## src/rtl/uart_rx.sv

```systemverilog
// 8N1 serial receiver: synchronises rx, detects the start edge, samples each bit mid-period
// and presents the received byte with a one-cycle valid strobe (or a frame_err strobe).
module uart_rx #(
  parameter int DATA_BITS    = 8,
  parameter int CLKS_PER_BIT = 1,
  parameter int SYNC_STAGES  = 2
) (
  input  logic                 clk,
  input  logic                 rst_n,
  input  logic                 rx,
  output logic [DATA_BITS-1:0] data_out,
  output logic                 valid,
  output logic                 busy,
  output logic                 frame_err
);

  localparam int CW = (CLKS_PER_BIT > 1) ? $clog2(CLKS_PER_BIT) : 1;
  localparam logic [CW-1:0] HALF     = CW'((CLKS_PER_BIT - 1) / 2);
  localparam logic [CW-1:0] LAST     = CW'(CLKS_PER_BIT - 1);
  localparam logic [2:0]    LAST_IDX = 3'(DATA_BITS - 1);

  typedef enum logic [1:0] {
    IDLE  = 2'd0,
    START = 2'd1,
    DATA  = 2'd2,
    STOP  = 2'd3
  } state_t;

  state_t               state_r;
  logic [CW-1:0]        cnt_r;
  logic [2:0]           bit_idx_r;
  logic [DATA_BITS-1:0] shift_r;
  logic                 rx_s;
  logic                 rx_last_r;
  logic                 start_s;

  generate
    if (SYNC_STAGES == 0) begin : g_nosync
      assign rx_s = rx;
    end else begin : g_sync
      logic [SYNC_STAGES-1:0] sync_r;

      // rx synchroniser chain, reset to the idle-high line level
      always_ff @(posedge clk) begin
        if (!rst_n) begin
          sync_r <= {SYNC_STAGES{1'b1}};
        end else begin
          sync_r[0] <= rx;
          for (int i = 1; i < SYNC_STAGES; i++) begin
            sync_r[i] <= sync_r[i-1];
          end
        end
      end

      assign rx_s = sync_r[SYNC_STAGES-1];
    end
  endgenerate

  // A held-low line cannot re-trigger: a start needs a 1->0 transition on rx_s.
  assign start_s = rx_last_r & ~rx_s;
  // The detection cycle already counts as busy, so busy spans detection through stop sample.
  assign busy    = (state_r != IDLE) | start_s;

  // Receive FSM with registered data_out/valid/frame_err
  always_ff @(posedge clk) begin
    if (!rst_n) begin
      state_r   <= IDLE;
      cnt_r     <= {CW{1'b0}};
      bit_idx_r <= 3'd0;
      shift_r   <= {DATA_BITS{1'b0}};
      data_out  <= {DATA_BITS{1'b0}};
      valid     <= 1'b0;
      frame_err <= 1'b0;
      rx_last_r <= 1'b1;
    end else begin
      rx_last_r <= rx_s;
      valid     <= 1'b0;
      frame_err <= 1'b0;
      case (state_r)
        IDLE: begin
          cnt_r     <= {CW{1'b0}};
          bit_idx_r <= 3'd0;
          if (start_s) begin
            // At one clock per bit the detection cycle is the whole start bit.
            if (CLKS_PER_BIT == 1) begin
              state_r <= DATA;
            end else begin
              state_r <= START;
              cnt_r   <= CW'(1'b1);
            end
          end
        end
        START: begin
          if ((cnt_r == HALF) && rx_s) begin
            state_r <= IDLE;
            cnt_r   <= {CW{1'b0}};
          end else if (cnt_r == LAST) begin
            state_r   <= DATA;
            cnt_r     <= {CW{1'b0}};
            bit_idx_r <= 3'd0;
          end else begin
            cnt_r <= cnt_r + CW'(1'b1);
          end
        end
        DATA: begin
          if (cnt_r == HALF) begin
            shift_r[bit_idx_r] <= rx_s;
          end
          if (cnt_r == LAST) begin
            cnt_r <= {CW{1'b0}};
            if (bit_idx_r == LAST_IDX) begin
              state_r <= STOP;
            end else begin
              bit_idx_r <= bit_idx_r + 3'd1;
            end
          end else begin
            cnt_r <= cnt_r + CW'(1'b1);
          end
        end
        STOP: begin
          // Leave at the stop-bit sample so a back-to-back start is not missed.
          if (cnt_r == HALF) begin
            state_r <= IDLE;
            cnt_r   <= {CW{1'b0}};
            if (rx_s) begin
              data_out <= shift_r;
              valid    <= 1'b1;
            end else begin
              frame_err <= 1'b1;
            end
          end else begin
            cnt_r <= cnt_r + CW'(1'b1);
          end
        end
        default: begin
          state_r <= IDLE;
          cnt_r   <= {CW{1'b0}};
        end
      endcase
    end
  end

endmodule

```

## config.mk

```make
export PLATFORM = sky130hd
export DESIGN_NAME = uart_rx
export DESIGN_NICKNAME = d
export VERILOG_FILES = /design/src/rtl/uart_rx.sv
export SDC_FILE = /design/constraint.sdc
export NUM_CORES = 1
export LEC_CHECK = 0
export CAP_MARGIN = 20
export CORE_MARGIN = 4
export CORE_UTILIZATION = 47
export CTS_CLUSTER_SIZE = 20
export DETAILED_ROUTE_END_ITERATION = 8
export GPL_TIMING_DRIVEN = 0
export PLACE_DENSITY = 0.82
export SLEW_MARGIN = 20
export SYNTH_ARGS = -nofsm -noshare
export SYNTH_HDL_FRONTEND = slang
export SYNTH_SLANG_ARGS = --single-unit
export TNS_END_PERCENT = 50
```

## constraint.sdc

```tcl
create_clock -name clk -period 1.58 [get_ports clk]
set_clock_uncertainty 0.15 [all_clocks]
set_input_delay 0.316 -clock clk [delete_from_list [all_inputs] [get_ports clk]]
set_output_delay 0.316 -clock clk [all_outputs]
set_load 0.02 [all_outputs]
```

==> reports/qor.txt, run 1 <==
Syn Std Cell Area -> 1080 um^2
CP Data Required Time -> 1650 ps
# diodes -> 0
M1 WL -> 868 um
post-route setup slack -> 45.2 ps
vias in the first global route -> 811
Achievable Freq -> 652 MHz
Crit Path Category -> flop to flop
# setup viols final -> 0
CTS tree -> yes
Initial Utilization -> 49.0%
Worst slew margin -> 76.7%
clk sinks -> 26
highest routed layer -> met4
Max IR drop VDD -> 0.000624 V
die footprint -> 3140 um^2
Row Count -> 17
drt first pass iters -> 4
most frequent cells in the layout -> 28 x nand2_1, 23 x dfxtp_1, 10 x dlygate4sd2_1
Vias/cell -> 5.32
Syn Area/Cell -> 9.85 um^2
number of flops mapped to enable cells by yosys -> 0
async set or reset register ratio after synthesis -> 0%
Tcrit/Tclk final -> 97.1%
# fillers -> 223
chip width -> 56.0 um
Placer Congestion -> 0.818
post-placement setup slack -> -160 ps
clock tree root buffer cell -> clkbuf_4
dpl hpwl -> 1390 um
post-synthesis sequential area ratio -> 48.0%
post-synth net total -> 115
Min Clock Period, post-route -> 1530 ps
# placed instances -> 151
aggregate global routing overflow -> 0
Die Height -> 56.0 um
Finished Layout Cells -> 154
TritonCTS Buffers -> 3
DRT Wirelength -> 1940 um
commonest non-fill, non-tap cell in the layout -> nand2_1
flops & latches, synth -> 26
Clock Tree Buf Depth -> 2
leakage -> 0.000582 uW
initial antenna violation count -> 0
Power Dens Cells -> 787 nW/um^2
synth unique cells -> 30
CTS HTree Levels -> 1
status -> finished clean
crit end category -> flop
layout cells sized above 1 -> 16.7%
clock transition at the registers of the reported paths -> 130 ps
Final Hold Viols -> 0
class of the worst hold path -> flop to flop
GRT Total Usage -> 13.4%
total vias in the final route -> 820
DR iter-0 viols -> 9
largest net degree at the start of global routing -> 14
Routed met3 length -> 83 um
Synth Flop Type -> dfxtp_1
Final ANT Viol Nets -> 0
crit path max fanout -> 4
core area -> 2210 um^2
WL met2 -> 966 um
Syn Inst Count -> 110
Max Slew Vio Count -> 0
Startpoint Class -> flop
Max Cap Viol -> 0
wire length per cell -> 12.6 um
Port Buffers -> 13
Post-route DRC -> 0
first-pass GRT wire length -> 3440 um
Area Overhead vs Synth -> 16.3%
crit path DAT -> 1610 ps
IO Count -> 14
fin nets -> 133
yosys warns -> 0
RSZ-0062 raised after global routing -> no
Least-Margin Pin Slew -> 349 ps
# hold bufs at CTS -> 0
clk_lat worst skew -> 310 ps
[cell families after synthesis]
logic type      Yosys count  synth area share, %
fa+ha+maj                 2                 2.31
compound gates           19                 13.6
buf+inv                   8                 4.97
flops                    26                 48.0
simple gates             49                 25.5
mux                       6                 5.54
[layout make-up]
type,count,area [um^2],share of cell area (%)
clock buffer,3,22.5,1.79
sequential,26,529,42.0
multi-input combinational,76,512,40.6
inverter,1,3.75,0.298
timing repair buffer,15,130,10.3
tap,28,35.0,2.78
buffer,5,27.5,2.18
[worst max-delay path: stages, from the launching register on]
cell and delay (ps):
dfxtp_2 420, ha_1 180, ha_1 210, and4bb_2 270, a32o_1 200
[where the power goes]
part / switching (uW) / total (uW) / internal [uW]
logic: 27.4 / 52.1 / 24.7
registers: 8.22 / 668 / 660
clock network: 182 / 272 / 89.2
total: 218 / 992 / 774
[Yosys cell counts, types with 2 or more instances]
cell      number  area [um^2]
a21boi_1       8         60.1
a32o_1         2         20.0
buf_2          4         20.0
buf_6          2         22.5
dfxtp_1       26          521
ha_1           2         25.0
mux2i_1        6         60.1
nand2_1       28          105
nand2b_1       3         18.8
nand3_1        2         10.0
nand3b_1       2         15.0
nor2_1         5         18.8
nor3b_2        2         25.0
o21ai_0        2         10.0
[metal layers]
layer,track usage [%],vias up
met4,7.12,0
li1,-,416
met2,23.2,17
met1,15.5,383
met3,2.32,4
met5,0,-
[per-stage QoR]
stage	area, um^2	setup TNS [ps]	power, uW	hold slack, ps	utilization (%)
floorplan	1080	0	718	236	-
global placement	1250	-615	735	241	56.4
detailed placement	1250	-1590	739	241	56.4
CTS	1260	-36.9	999	271	56.8
global route	1260	0	1030	306	57.0
finish	1260	0	992	270	57.0
[path summary, 6_finish.rpt]
check | from | to | slack (ps) | cells past startpoint
max | bit_idx_r[1] | bit_idx_r[1] | 50 | 4
min reg2reg | g_sync.sync_r[0] | g_sync.sync_r[1] | 270 | 1
min | g_sync.sync_r[0] | g_sync.sync_r[1] | 270 | 1
max reg2reg | bit_idx_r[1] | bit_idx_r[1] | 50 | 4
[flip-flops by register name, summed over array words and instances, names as in the netlist]
register       flops
data_out           8
shift_r            8
bit_idx_r          3
g_sync.sync_r      2
state_r            2
frame_err          1
rx_last_r          1
valid              1
[timing repair]
action                     4_1_cts  5_1_grt
buffers inserted                 0        2
hold endpoints to repair         0        0
resized for setup               19        4
setup endpoints to repair       13        1
gates cloned                     0        0
Note: power is estimated with default switching activity, not from simulation.
==> run 2, diff against run 1 <==
--- a/config.mk
+++ b/config.mk
@@ -12,7 +12,7 @@
 export DETAILED_ROUTE_END_ITERATION = 8
 export GPL_TIMING_DRIVEN = 0
 export PLACE_DENSITY = 0.82
-export SLEW_MARGIN = 20
+export SLEW_MARGIN = 0
 export SYNTH_ARGS = -nofsm -noshare
 export SYNTH_HDL_FRONTEND = slang
 export SYNTH_SLANG_ARGS = --single-unit
==> results of run 2 <==
Same layout as run 1: the final DEF is identical, and so are final timing and power.
==> run 3, diff against run 2 <==
--- a/config.mk
+++ b/config.mk
@@ -7,11 +7,12 @@
 export LEC_CHECK = 0
 export CAP_MARGIN = 20
 export CORE_MARGIN = 4
-export CORE_UTILIZATION = 47
+export CORE_UTILIZATION = 30
+export CTS_CLUSTER_DIAMETER = 150
 export CTS_CLUSTER_SIZE = 20
 export DETAILED_ROUTE_END_ITERATION = 8
 export GPL_TIMING_DRIVEN = 0
-export PLACE_DENSITY = 0.82
+export PLACE_DENSITY = 0.6
 export SLEW_MARGIN = 0
 export SYNTH_ARGS = -nofsm -noshare
 export SYNTH_HDL_FRONTEND = slang
==> reports/qor.txt, run 3 (synthesized netlist as in run 1, its figures left out) <==
status -> finished clean
# setup viols final -> 0 (unchanged)
fin nets -> 131 (-1.5%)
CTS HTree Levels -> 1 (unchanged)
# hold bufs at CTS -> 0 (unchanged)
M1 WL -> 983 um (+13%)
# placed instances -> 169 (+12%)
Power Dens Cells -> 892 nW/um^2 (+13%)
Die Height -> 68.1 um (+22%)
initial antenna violation count -> 0 (unchanged)
crit path max fanout -> 11 (+7)
post-route cell area -> 1310 um^2 (+3.9%)
Post-route DRC -> 0 (unchanged)
TritonCTS Buffers -> 3 (unchanged)
R2R cell count -> 4 (unchanged)
worst r2r dst -> bit_idx_r[1]
Row Count -> 21 (+4)
Final ANT Viol Nets -> 0 (unchanged)
class of the worst hold path -> flop to flop
CTS tree -> yes
Port Buffers -> 13 (unchanged)
aggregate global routing overflow -> 0 (unchanged)
Max Cap Viol -> 0 (unchanged)
Vias/cell -> 4.49 (-16%)
layout cells sized above 1 -> 17.6% (+0.93 points)
dpl hpwl -> 1350 um (-2.8%)
final hold slack -> 273 ps (+2.40 ps)
first-pass GRT wire length -> 3570 um (+3.8%)
die footprint -> 4640 um^2 (+48%)
RSZ-0062 raised after global routing -> yes
vias in the first global route -> 776 (-4.3%)
internal reg-to-reg setup slack -> 90 ps (+40 ps)
Area Overhead vs Synth -> 20.8%
wire length per cell -> 11.2 um (-11%)
chip width -> 68.1 um (+22%)
Max IR drop VDD -> 0.000602 V (-3.5%)
DR iter-0 viols -> 41 (+32)
CP Data Required Time -> 1110 ps (-540 ps)
# fillers -> 366 (+64%)
Finished Layout Cells -> 171 (+11%)
Largest regs -> data_out (8), shift_r (8), bit_idx_r (3)
clock tree root buffer cell -> clkbuf_4
commonest non-fill, non-tap cell in the layout -> nand2_1
Clock Tree Buf Depth -> 2 (unchanged)
Sum Neg Setup Slack -> 0 ps (unchanged)
WL met2 -> 849 um (-12%)
min-delay src -> g_sync.sync_r[0]
crit path DAT -> 1050 ps (-560 ps)
core area -> 3420 um^2 (+54%)
Tcrit/Tclk final -> 96.1% (-1.1 points)
hold path endpoint -> g_sync.sync_r[1]
placed inst area -> 1270 um^2 (+1.8%)
Placer Congestion -> 0.674 (-18%)
highest routed layer -> met3
clock transition at the registers of the reported paths -> 130 ps (about the same)
Routed met3 length -> 82 um (-1.2%)
DRT Wirelength -> 1910 um (-1.3%)
largest net degree at the start of global routing -> 16 (+2)
Achievable Freq -> 659 MHz (+1.1%)
Least-Margin Pin Slew -> 318 ps (-31.2 ps)
crit end category -> output pin
Crit Path Category -> flop to output pin
leakage -> 0.000585 uW (+0.49%)
Worst slew margin -> 78.8% (+2.1 points)
drt first pass iters -> 2 (-2)
# diodes -> 0 (unchanged)
clk sinks -> 26 (unchanged)
worst r2r src -> bit_idx_r[1]
Min Clock Period, post-route -> 1520 ps (-16.8 ps)
Final Hold Viols -> 0 (unchanged)
total vias in the final route -> 768 (-6.3%)
IO Count -> 14 (unchanged)
hold depth -> 1 (unchanged)
most frequent cells in the layout -> 28 x nand2_1, 23 x dfxtp_1, 10 x dlygate4sd2_1
Startpoint Class -> flop
clk_lat worst skew -> 320 ps (about the same)
Max Slew Vio Count -> 0 (unchanged)
Initial Utilization -> 31.7% (-17 points)
GRT Total Usage -> 10.2% (-3.2 points)
## run 3: layout make-up
cell class,instances,area [um^2],share of cell area (%)
inverter,1,3.75,0.287
sequential,26,532,40.6
buffer,5,27.5,2.10
tap,46,57.6,4.40
timing repair buffer,13,115,8.80
multi-input combinational,76,520,39.8
clock inverter,1,30.0,2.29
clock buffer,3,22.5,1.72
## run 3: routing by layer
metal	vias up	GRT usage, %
met1	344	13.2
met3	0	3.94
li1	409	-
met5	-	0
met2	15	16.4
met4	0	1.49
## run 3: worst max path at each step
stage,from,to,cells past startpoint
3_5_place_dp,rst_n,shift_r[2],3
2_1_floorplan,bit_idx_r[1],bit_idx_r[1],4
6_report,state_r[0],busy,3
4_1_cts,state_r[0],busy,4
5_1_grt,state_r[0],busy,3
3_3_place_gp,rst_n,shift_r[2],3
## run 3: critical path, stage by stage (launching register included)
cell and delay [ps]:
dfxtp_4 410, nor2_2 100, o21ai_1 60, buf_4 160
## run 3: per-stage QoR
step                      util (%)  setup WS [ps]  power (uW)
after global routing          38.3          -15.6        1220
after detailed placement      37.2           -183         738
after global placement        37.2           -116         737
after CTS                     38.4          -17.1        1190
final                         38.3           62.0        1170
after floorplan                  -            104         718
## run 3: repair_timing
| action | 4_1_cts | 5_1_grt |
|---|---|---|
| hold endpoints to repair | 0 | 0 |
| gates resized for setup | 19 | 7 |
| setup buffers | 0 | 0 |
| setup endpoints to repair | 13 | 4 |
| pin swaps | 0 | 0 |
## run 3: power by group
group / switching (uW) / internal, uW
logic: 26.0 / 23.6
registers: 8.40 / 659
clock network: 194 / 257
